**src/rtl/return_stack.sv**
```systemverilog
// rtl/return_stack.sv - 8-entry LIFO of return addresses with sticky overflow/underflow flag
// Optional peek port "top" is enabled by defining RETURN_STACK_PEEK_EN.
module return_stack #(
  parameter int DATA_W = 8,
  parameter int PTR_W  = 3,
  parameter int DEPTH  = 8
) (
  input  logic              clock,
  input  logic              reset,
  input  logic              push,
  input  logic              pop,
  input  logic [DATA_W-1:0] data_in,
  input  logic              clear_err,
  output logic [DATA_W-1:0] data_out,
  output logic              out_valid,
  output logic [PTR_W:0]    count,
  output logic              empty,
  output logic              full,
`ifdef RETURN_STACK_PEEK_EN
  output logic [DATA_W-1:0] top,
`endif
  output logic              err
);

  localparam logic [PTR_W:0] FULL_CNT = (PTR_W+1)'(DEPTH);

  logic [DATA_W-1:0] mem_q [DEPTH];
  logic [PTR_W:0]    count_q, count_d;
  logic [DATA_W-1:0] data_out_q, data_out_d;
  logic              out_valid_q, out_valid_d;
  logic              err_q, err_d;
  logic              mem_we;
  logic [PTR_W-1:0]  mem_waddr;
  logic [PTR_W-1:0]  wr_idx, top_idx;
  logic              is_empty, is_full;

  // Low bits of count-1 equal low bits of count minus one, modulo the depth.
  assign wr_idx   = count_q[PTR_W-1:0];
  assign top_idx  = wr_idx - 1'b1;
  assign is_empty = (count_q == '0);
  assign is_full  = (count_q == FULL_CNT);

  always_comb begin
    count_d     = count_q;
    data_out_d  = data_out_q;
    out_valid_d = 1'b0;
    err_d       = err_q & ~clear_err;
    mem_we      = 1'b0;
    mem_waddr   = wr_idx;
    case ({push, pop})
      2'b10: begin
        if (is_full) begin
          err_d = 1'b1;
        end else begin
          mem_we  = 1'b1;
          count_d = count_q + 1'b1;
        end
      end
      2'b01: begin
        if (is_empty) begin
          err_d = 1'b1;
        end else begin
          data_out_d  = mem_q[top_idx];
          out_valid_d = 1'b1;
          count_d     = count_q - 1'b1;
        end
      end
      2'b11: begin
        out_valid_d = 1'b1;
        if (is_empty) begin
          data_out_d = data_in;
        end else begin
          data_out_d = mem_q[top_idx];
          mem_we     = 1'b1;
          mem_waddr  = top_idx;
        end
      end
      default: ;
    endcase
  end

  always_ff @(posedge clock) begin
    if (reset) begin
      count_q     <= '0;
      data_out_q  <= '0;
      out_valid_q <= 1'b0;
      err_q       <= 1'b0;
    end else begin
      count_q     <= count_d;
      data_out_q  <= data_out_d;
      out_valid_q <= out_valid_d;
      err_q       <= err_d;
    end
  end

  // Storage is deliberately not reset; reset only empties the stack logically.
  always_ff @(posedge clock) begin
    if (!reset && mem_we) begin
      mem_q[mem_waddr] <= data_in;
    end
  end

  assign data_out  = data_out_q;
  assign out_valid = out_valid_q;
  assign count     = count_q;
  assign empty     = is_empty;
  assign full      = is_full;
  assign err       = err_q;

`ifdef RETURN_STACK_PEEK_EN
  assign top = is_empty ? '0 : mem_q[top_idx];
`endif

endmodule

```
**config.mk**
```make
export PLATFORM = sky130hd
export DESIGN_NAME = return_stack
export DESIGN_NICKNAME = d
export VERILOG_FILES = /design/src/rtl/return_stack.sv
export SDC_FILE = /design/constraint.sdc
export NUM_CORES = 1
export LEC_CHECK = 0
export ABC_AREA = 1
export BUFFER_PORTS_ARGS = -buffer_cell sky130_fd_sc_hd__buf_4
export CELL_PAD_IN_SITES_DETAIL_PLACEMENT = 1
export CELL_PAD_IN_SITES_GLOBAL_PLACEMENT = 2
export CORE_MARGIN = 3
export CORE_UTILIZATION = 41
export CTS_CLUSTER_DIAMETER = 100
export DETAILED_ROUTE_END_ITERATION = 8
export PLACE_DENSITY = 0.9
export SETUP_SLACK_MARGIN = 0.15
export SLEW_MARGIN = 20
export SYNTH_ARGS = -nofsm -noshare
export SYNTH_HDL_FRONTEND = slang
export SYNTH_SLANG_ARGS = --single-unit
```
**constraint.sdc**
```tcl
create_clock -name clock -period 4.5 [get_ports clock]
set_input_delay 0.9 -clock clock [delete_from_list [all_inputs] [get_ports clock]]
set_output_delay 0.9 -clock clock [all_outputs]
set_load 0.05 [all_outputs]
```
## Word level (Yosys, flattened, before mapping)

Memory sizes are Yosys's and may differ from the RTL's.
Cells that the tools add are included.

- Bits in registers: 14
- Output and inout bits: 16
- Input port bits: 13
- Memory bits (writable): 64
- Memories kept: 1

Memories:

| name | depth | width | rd ports | clocked after Yosys merged registers in | write ports | line | source |
|---|---|---|---|---|---|---|---|
| mem_q | 8 | 8 | 1 | 0 | 1 | 27 | `logic [DATA_W-1:0] mem_q [DEPTH];` |

- Equality and inequality tests: 6
- Bitwise operators: 2
- Muxes and demuxes: 17
- Reduce and logical (&&, ||, !) cells: 7
- $add $sub $neg: 3

Operator list:

| kind | count |
|---|---|
| 2-to-1 mux 8 bit | 2 |
| one-hot mux 8 bit (2 select lines) | 1 |
| 2-to-1 mux 4 bit | 2 |
| one-hot mux 4 bit (2 select lines) | 1 |
| 2-to-1 mux 1 bit | 6 |
| 2-to-1 mux 3 bit | 2 |
| one-hot mux 1 bit (2 select lines) | 3 |
| adder 4 x 1 -> 4 bit, second input constant | 1 |
| == test 2 bit, second input constant | 2 |
| == test 4 bit, second input constant | 1 |
| zero test 4 bit | 1 |
| != test 2 bit, second input constant | 2 |
| nonzero test 2 bit | 2 |
| subtractor 4 x 1 -> 4 bit, second input constant | 1 |
| AND reduction 3 bit | 1 |
| subtractor 3 x 1 -> 3 bit, second input constant | 1 |
| == test 2 x 1 -> 1 bit, second input constant | 1 |
| AND reduction 2 bit | 1 |
| bitwise AND 1 bit | 1 |
| logical AND 1 bit | 1 |
| zero test 1 bit | 1 |
| inverter 1 bit | 1 |

## Logic depth before layout (Yosys ltp)

Gate-level depths: netlist of run 1.

- Depth after elaboration: 6
- Gate-level depth with buffers: 12
- Mapped depth without buffers: 11

## Least setup slack after synthesis of run 1

No wires, ideal clock.

- Path type: reg2reg
- Start point: register count_q[0] (netlist: count[0])
- End point: memory mem_q[1][0] (enable)
- Period minus slack after synthesis: 2.838 ns
- Buffers on the path: 2
- Setup slack: 1.662 ns
- Data arrival time: 2.468 ns
- Cell stages (with the launch flop): 10
- Library setup time: 0.370 ns
- Cells stage by stage: dfxtp_1 buf_2 inv_2 buf_2 ha_1 xnor2_2 o22ai_1 inv_1 nand2_1 nor2_1

- Cells in the longest elaborated chain, start to end: 6
- Elaborated cells between the ends (all ways): 11
- Those cells by class: add/sub (1); eq/ne (1); mux (7); reduce/logical (2)

Ends and longest elaborated chain:

| item | line | source |
|---|---|---|
| start: declaration | 28 | `logic [PTR_W:0] count_q, count_d;` |
| start signal: assignment | 89 | `count_q <= count_d;` |
| == test 4 bit or zero test 4 bit (tied branches) | 41, 40 |  |
| 2-to-1 mux 1 bit, on equally long branches | 52, 70 |  |
| one-hot mux 1 bit (2 select lines) | 50 | `case ({push, pop})` |
| logical AND 1 bit | 98 | `if (!reset && mem_we) begin` |
| 2-to-1 mux 1 bit | 98 |  |
| 2-to-1 mux 1 bit (not written as such) | 99 | `mem_q[mem_waddr] <= data_in;` |
| end: declaration | 27 |  |

Parallel ways exist; a longest one is shown, timed or not.

## Final worst setup path of run 1

- Start point: register count_q[0] (netlist: count[0])
- End point: output port full

- Cells in the longest elaborated chain, start to end: 1

Ends and longest elaborated chain:

| item | line | source |
|---|---|---|
| == test 4 bit | 41 | `assign is_full = (count_q == FULL_CNT);` |
| end: declaration | 18 | `output logic full,` |

Every way passes these cells.

==> summary.md, run 1 <==
| Metric | Value |
|---|---|
| Clock Skew | `0.0136 ns` |
| Seq cells post-synth | `78` |
| Arr. time, crit path | `1.96 ns` |
| RD Place Congestion | `0.813` |
| Synth cell types | `30` |
| Post-synth top area cell | `edfxtp_1` |
| Dominant cells by area after synthesis | `edfxtp_1, nand2_1, nand3_1` |
| Share of cells above drive strength 1 | `0.182` |
| Total grt overflow | `0` |
| Gr usage total | `0.185` |
| Pre-antenna DRT Iters | `4` |
| Worst-Skew Late Latency | `0.36 ns` |
| Leak | `1.52 nW` |
| Core Box Area | `7970 sq um` |
| Power Dens Cells | `433 nW/um^2` |
| Peak supply drop | `0.230 mV` |
| N_diodes | `0` |
| Post-CTS sizing | `0` |
| Max clock buf depth | `2` |
| DPL Wire Length | `5890 um` |
| Routed WL | `8310 um` |
| Max H-tree Level | `3` |
| Status | `finished, final reports clean` |
| Worst Hold Class | `reg2reg` |
| # setup viols final | `0` |
| ANT nets after route | `0` |
| Max Slew Vio Count | `0` |
| # hold bufs at CTS | `0` |
| Die area | `9590 sq um` |
| IO Count | `29` |
| Vias in the first global route | `2465` |
| Clk root buf | `clkbuf_8` |
| Startpoint type of the worst setup path | `register` |
| Design Power | `1.69 mW` |
| Crit path time final | `2.86 ns` |
| Placed insts | `455` |
| Mapped Area | `3460 sq um` |
| Vias | `2420` |
| Port bufs | `28` |
| First-pass GRT wire length | `13500 um` |
| Final hold vios | `0` |
| Register area share after synthesis | `0.636` |
| Max-cap violations | `0` |
| Synth top area share | `0.555` |
| Syn Nets | `355` |
| Worst setup path category | `reg2out` |
| Die X | `97.9 um` |
| Setup_tns | `0 ns` |
| Crit-path max FO | `35` |
| Worst path required time | `3.60 ns` |
| Starting Density | `0.435` |
| Commonest non-fill, non-tap cell in the layout | `nand2_1` |
| RSZ-0062 raised after global routing | `false` |
| Pin count of the biggest net entering global routing | `38` |
| Row count | `32` |
| Antenna violations before repair | `0` |
| Synth Area per Inst | `10.3 sq um` |
| CTS tree | `yes` |
| Vias per inst | `5.14` |
| Fmax | `0.350 GHz` |
| Syn Inst Count | `336` |
| Finished Layout Cells | `471` |
| Clock slew at reported path FFs | `0.09 ns` |
| Sink Count | `78` |
| Final nets | `383` |
| DRC violations left | `0` |
| Initial DRC count | `194` |
| Most frequent cells in the layout | `nand2_1, edfxtp_1, nand3_1` |
| Yosys warns | `0` |
| Setup bufs post-CTS | `0` |
| Crit path capture type | `primary output` |
| Worst Tran Pin Value | `0.721 ns` |
| Area grow syn2layout | `12.8%` |
| Die Y-Extent | `97.9 um` |
| WL/cell | `17.6 um` |
| Final period utilization | `0.636` |
| CTS Buf Count | `9` |
| Max-Slew Margin vs Limit | `0.517` |
per-layer routing:
metal  track usage  vias up  wire length, um  part of all wire
met4        0.0703        0              201             0.024
met1         0.255     1134             3690              0.44
met2         0.274       78             3700              0.45
li1              -     1195                -                 -
met3        0.0586       13              717             0.086
met5             0        -                0                 0
registers in the layout, indices dropped and copies added, names as in the netlist:
register and count:
err 1, data_out 8, out_valid 1, count 4, mem_q 64
area by class of cell:
class	instances	area [sq um]
Clock buffer	10	128
Fill cell	873	4060
Inverter	19	71.3
Tap cell	102	128
Timing Repair Buffer	30	225
Multi-Input combinational cell	226	1110
Clock inverter	6	46.3
Sequential cell	78	2200
final timing paths:
path,start,to,slack [ns],depth (start not counted)
worst max-delay path,count[0],full,1.64,5
worst min-delay path,err,err,0.48,2
worst max register to register,count[0],mem_q[0][1],1.67,7
worst min register to register,err,err,0.48,2
cell usage after synthesis:
master / count
nand2_1: 99
edfxtp_1: 64
nand3_1: 60
nor2_1: 26
dfxtp_1: 14
inv_1: 13
a21oi_1: 9
a21oi_2: 8
buf_2: 7
ha_1: 6
inv_2: 6
o21ai_0: 3
buf_1: 2
buf_4: 2
nor2_2: 2
buf_6: 1
buf_8: 1
nand2_2: 1
nand2_4: 1
nand2b_1: 1
nand3_4: 1
nand4_1: 1
nor2_4: 1
o21ai_1: 1
o21ai_2: 1
o22ai_1: 1
or2_1: 1
xnor2_1: 1
xnor2_2: 1
xor2_1: 1
where the power goes:
group	leakage [nW]	total (mW)	switching [mW]	internal (mW)
registers	0.692	0.824	0.0134	0.810
logic	0.745	0.401	0.285	0.116
clock network	0.0833	0.468	0.264	0.204
total	1.52	1.69	0.562	1.13
metrics by stage:
step	area, sq um	hold slack [ns]	utilization	worst slack, ns
CTS	3910	0.482	0.490	1.59
global route	3910	0.504	0.490	1.37
global placement	3730	0.455	0.468	1.74
floorplan	3460	0.684	-	1.66
finish	3910	0.477	0.490	1.64
detailed placement	3730	0.471	0.468	1.65
critical path, cell delays in order (launching register included):
cell     delay [ns]
dfxtp_1        0.33
inv_2          0.42
ha_1           0.39
nand3_1        0.18
inv_1          0.09
buf_4          0.19
kinds of logic after synthesis:
logic type	share of synthesized area
compound gates	0.0434
flops	0.636
fa+ha+maj	0.0217
xor+xnor	0.00976
buf+inv	0.0448
simple gates	0.245
(Power assumes the default switching activity.)
==> run 2, diff against run 1 <==
- CORE_UTILIZATION: 41 -> 35
- PLACE_DENSITY: 0.9 -> 0.82
- clock period: 4.5 -> 2.5 ns (I/O delays scaled with it)
==> summary.md, run 2 (synthesis gave the netlist of run 1 again) <==
| Metric | Value |
|---|---|
| Status | `finished, final reports clean` |
| Final hold vios | `0` |
| Gr usage total | `0.165` |
| Crit path capture type | `register` |
| Max-cap violations | `0` |
| Worst-Skew Late Latency | `0.36 ns` |
| Worst Hold Class | `in2reg` |
| Commonest non-fill, non-tap cell in the layout | `nand2_1` |
| Max H-tree Level | `3` |
| DRC violations left | `0` |
| Peak supply drop | `0.242 mV` |
| RSZ-0062 raised after global routing | `false` |
| Port bufs | `28` |
| Vias per inst | `4.86` |
| DPL Wire Length | `6020 um` |
| Crit-path max FO | `8` |
| Startpoint type of the worst setup path | `register` |
| Crit path time final | `2.09 ns` |
| Die Y-Extent | `105 um` |
| Vias in the first global route | `2483` |
| Antenna violations before repair | `0` |
| Area grow syn2layout | `16.9%` |
| WL/cell | `16.8 um` |
| Clock slew at reported path FFs | `0.09 ns` |
| Die area | `11100 sq um` |
| Worst path required time | `2.55 ns` |
| IO Count | `29` |
| Fmax | `0.478 GHz` |
| Initial DRC count | `153` |
| Max Slew Vio Count | `0` |
| Hold path start | `clear_err` |
| Power Dens Cells | `771 nW/um^2` |
| Pin count of the biggest net entering global routing | `38` |
| Arr. time, crit path | `2.14 ns` |
| Max clock buf depth | `2` |
| Share of cells above drive strength 1 | `0.221` |
| Setup_tns | `0 ns` |
| # hold bufs at CTS | `0` |
| Vias | `2432` |
| Leak | `1.54 nW` |
| Starting Density | `0.368` |
| Routed WL | `8380 um` |
| Post-CTS sizing | `0` |
| CP top delay family | `simple AND/OR/NAND/NOR gates` |
| Clk root buf | `clkbuf_8` |
| Row count | `35` |
| Critical path buffer and inverter count | `1` |
| Core Box Area | `9420 sq um` |
| RD Place Congestion | `0.811` |
| CTS tree | `yes` |
| Pre-antenna DRT Iters | `5` |
| Slowest CP cell | `dfxtp_1` |
| Final nets | `385` |
| Design Power | `3.12 mW` |
| CTS Buf Count | `9` |
| CP cell instances | `inv_1 > ha_2 > nand3_1 > nand2_1 > a21oi_1 > nand2_2 > nor2_4` |
| Total grt overflow | `0` |
| Worst setup path category | `reg2reg` |
| # setup viols final | `0` |
| Die X | `105 um` |
| Slowest cell delay on critical path | `0.40 ns` |
| Max-Slew Margin vs Limit | `0.750` |
| Worst Tran Pin Value | `0.375 ns` |
| Clock Skew | `0.0124 ns` |
| Most frequent cells in the layout | `nand2_1, edfxtp_1, nand3_1` |
| Reg-to-reg startpoint | `count[1]` |
| Worst Setup SP | `count[1]` |
| First-pass GRT wire length | `13800 um` |
| Reg with most FFs | `mem_q` |
| N_diodes | `0` |
| Setup bufs post-CTS | `0` |
| Largest register FFs | `64` |
| Post-layout util | `0.430` |
| Sink Count | `78` |
| Final period utilization | `0.837` |
| ANT nets after route | `0` |
-- run 2: changes by cell type in the layout (fill, tap and decap cells not counted), sizes merged --
cell / change
inv: +3
clkinv: -2
clkbuf: -1
buf: +2
-- run 2: through the flow --
step | std cells | instance area [sq um] | hold slack [ns] | setup WS (ns)
after floorplan | 336 | 3550 | 0.599 | 0.196
after global placement | 484 | 3860 | 0.457 | 0.352
after detailed placement | 484 | 3860 | 0.460 | 0.305
after CTS | 500 | 4050 | 0.378 | 0.381
after global routing | 500 | 4050 | 0.402 | 0.243
final | 500 | 4050 | 0.392 | 0.408
-- run 2: path summary, 6_finish.rpt --
kind	end	slack, ns	depth (start not counted)
worst min-delay path	err	0.39	4
worst max-delay path	mem_q[4][5]	0.41	7
worst max register to register	mem_q[4][5]	0.41	7
worst min register to register	err	0.47	2
-- run 2: where the power goes --
part           switching, mW  internal [mW]
combinational          0.528          0.226
sequential            0.0248           1.46
clock                  0.505          0.381
total                   1.06           2.06
-- run 2: area by class of cell --
cell class | count | area (sq um)
inverters | 19 | 71.3
well taps | 129 | 161
flip-flops and latches | 78 | 2210
fillers | 1079 | 5370
repair buffers | 32 | 240
clock inverters | 7 | 61.3
clock buffers | 9 | 124
multi-input cells | 226 | 1180
-- run 2: worst min-delay path: stages --
cell     delay [ns]
buf_4          0.07
inv_1          0.03
nand2_1        0.04
a21oi_1        0.05
-- run 2: metal layers --
layer  global-route usage  vias to the layer above  wire (um)
met5                    0                        -          0
met4               0.0422                        0        110
met3               0.0410                        8        395
met2                0.248                       47       3710
met1                0.238                     1174       4160
li1                     -                     1203          -
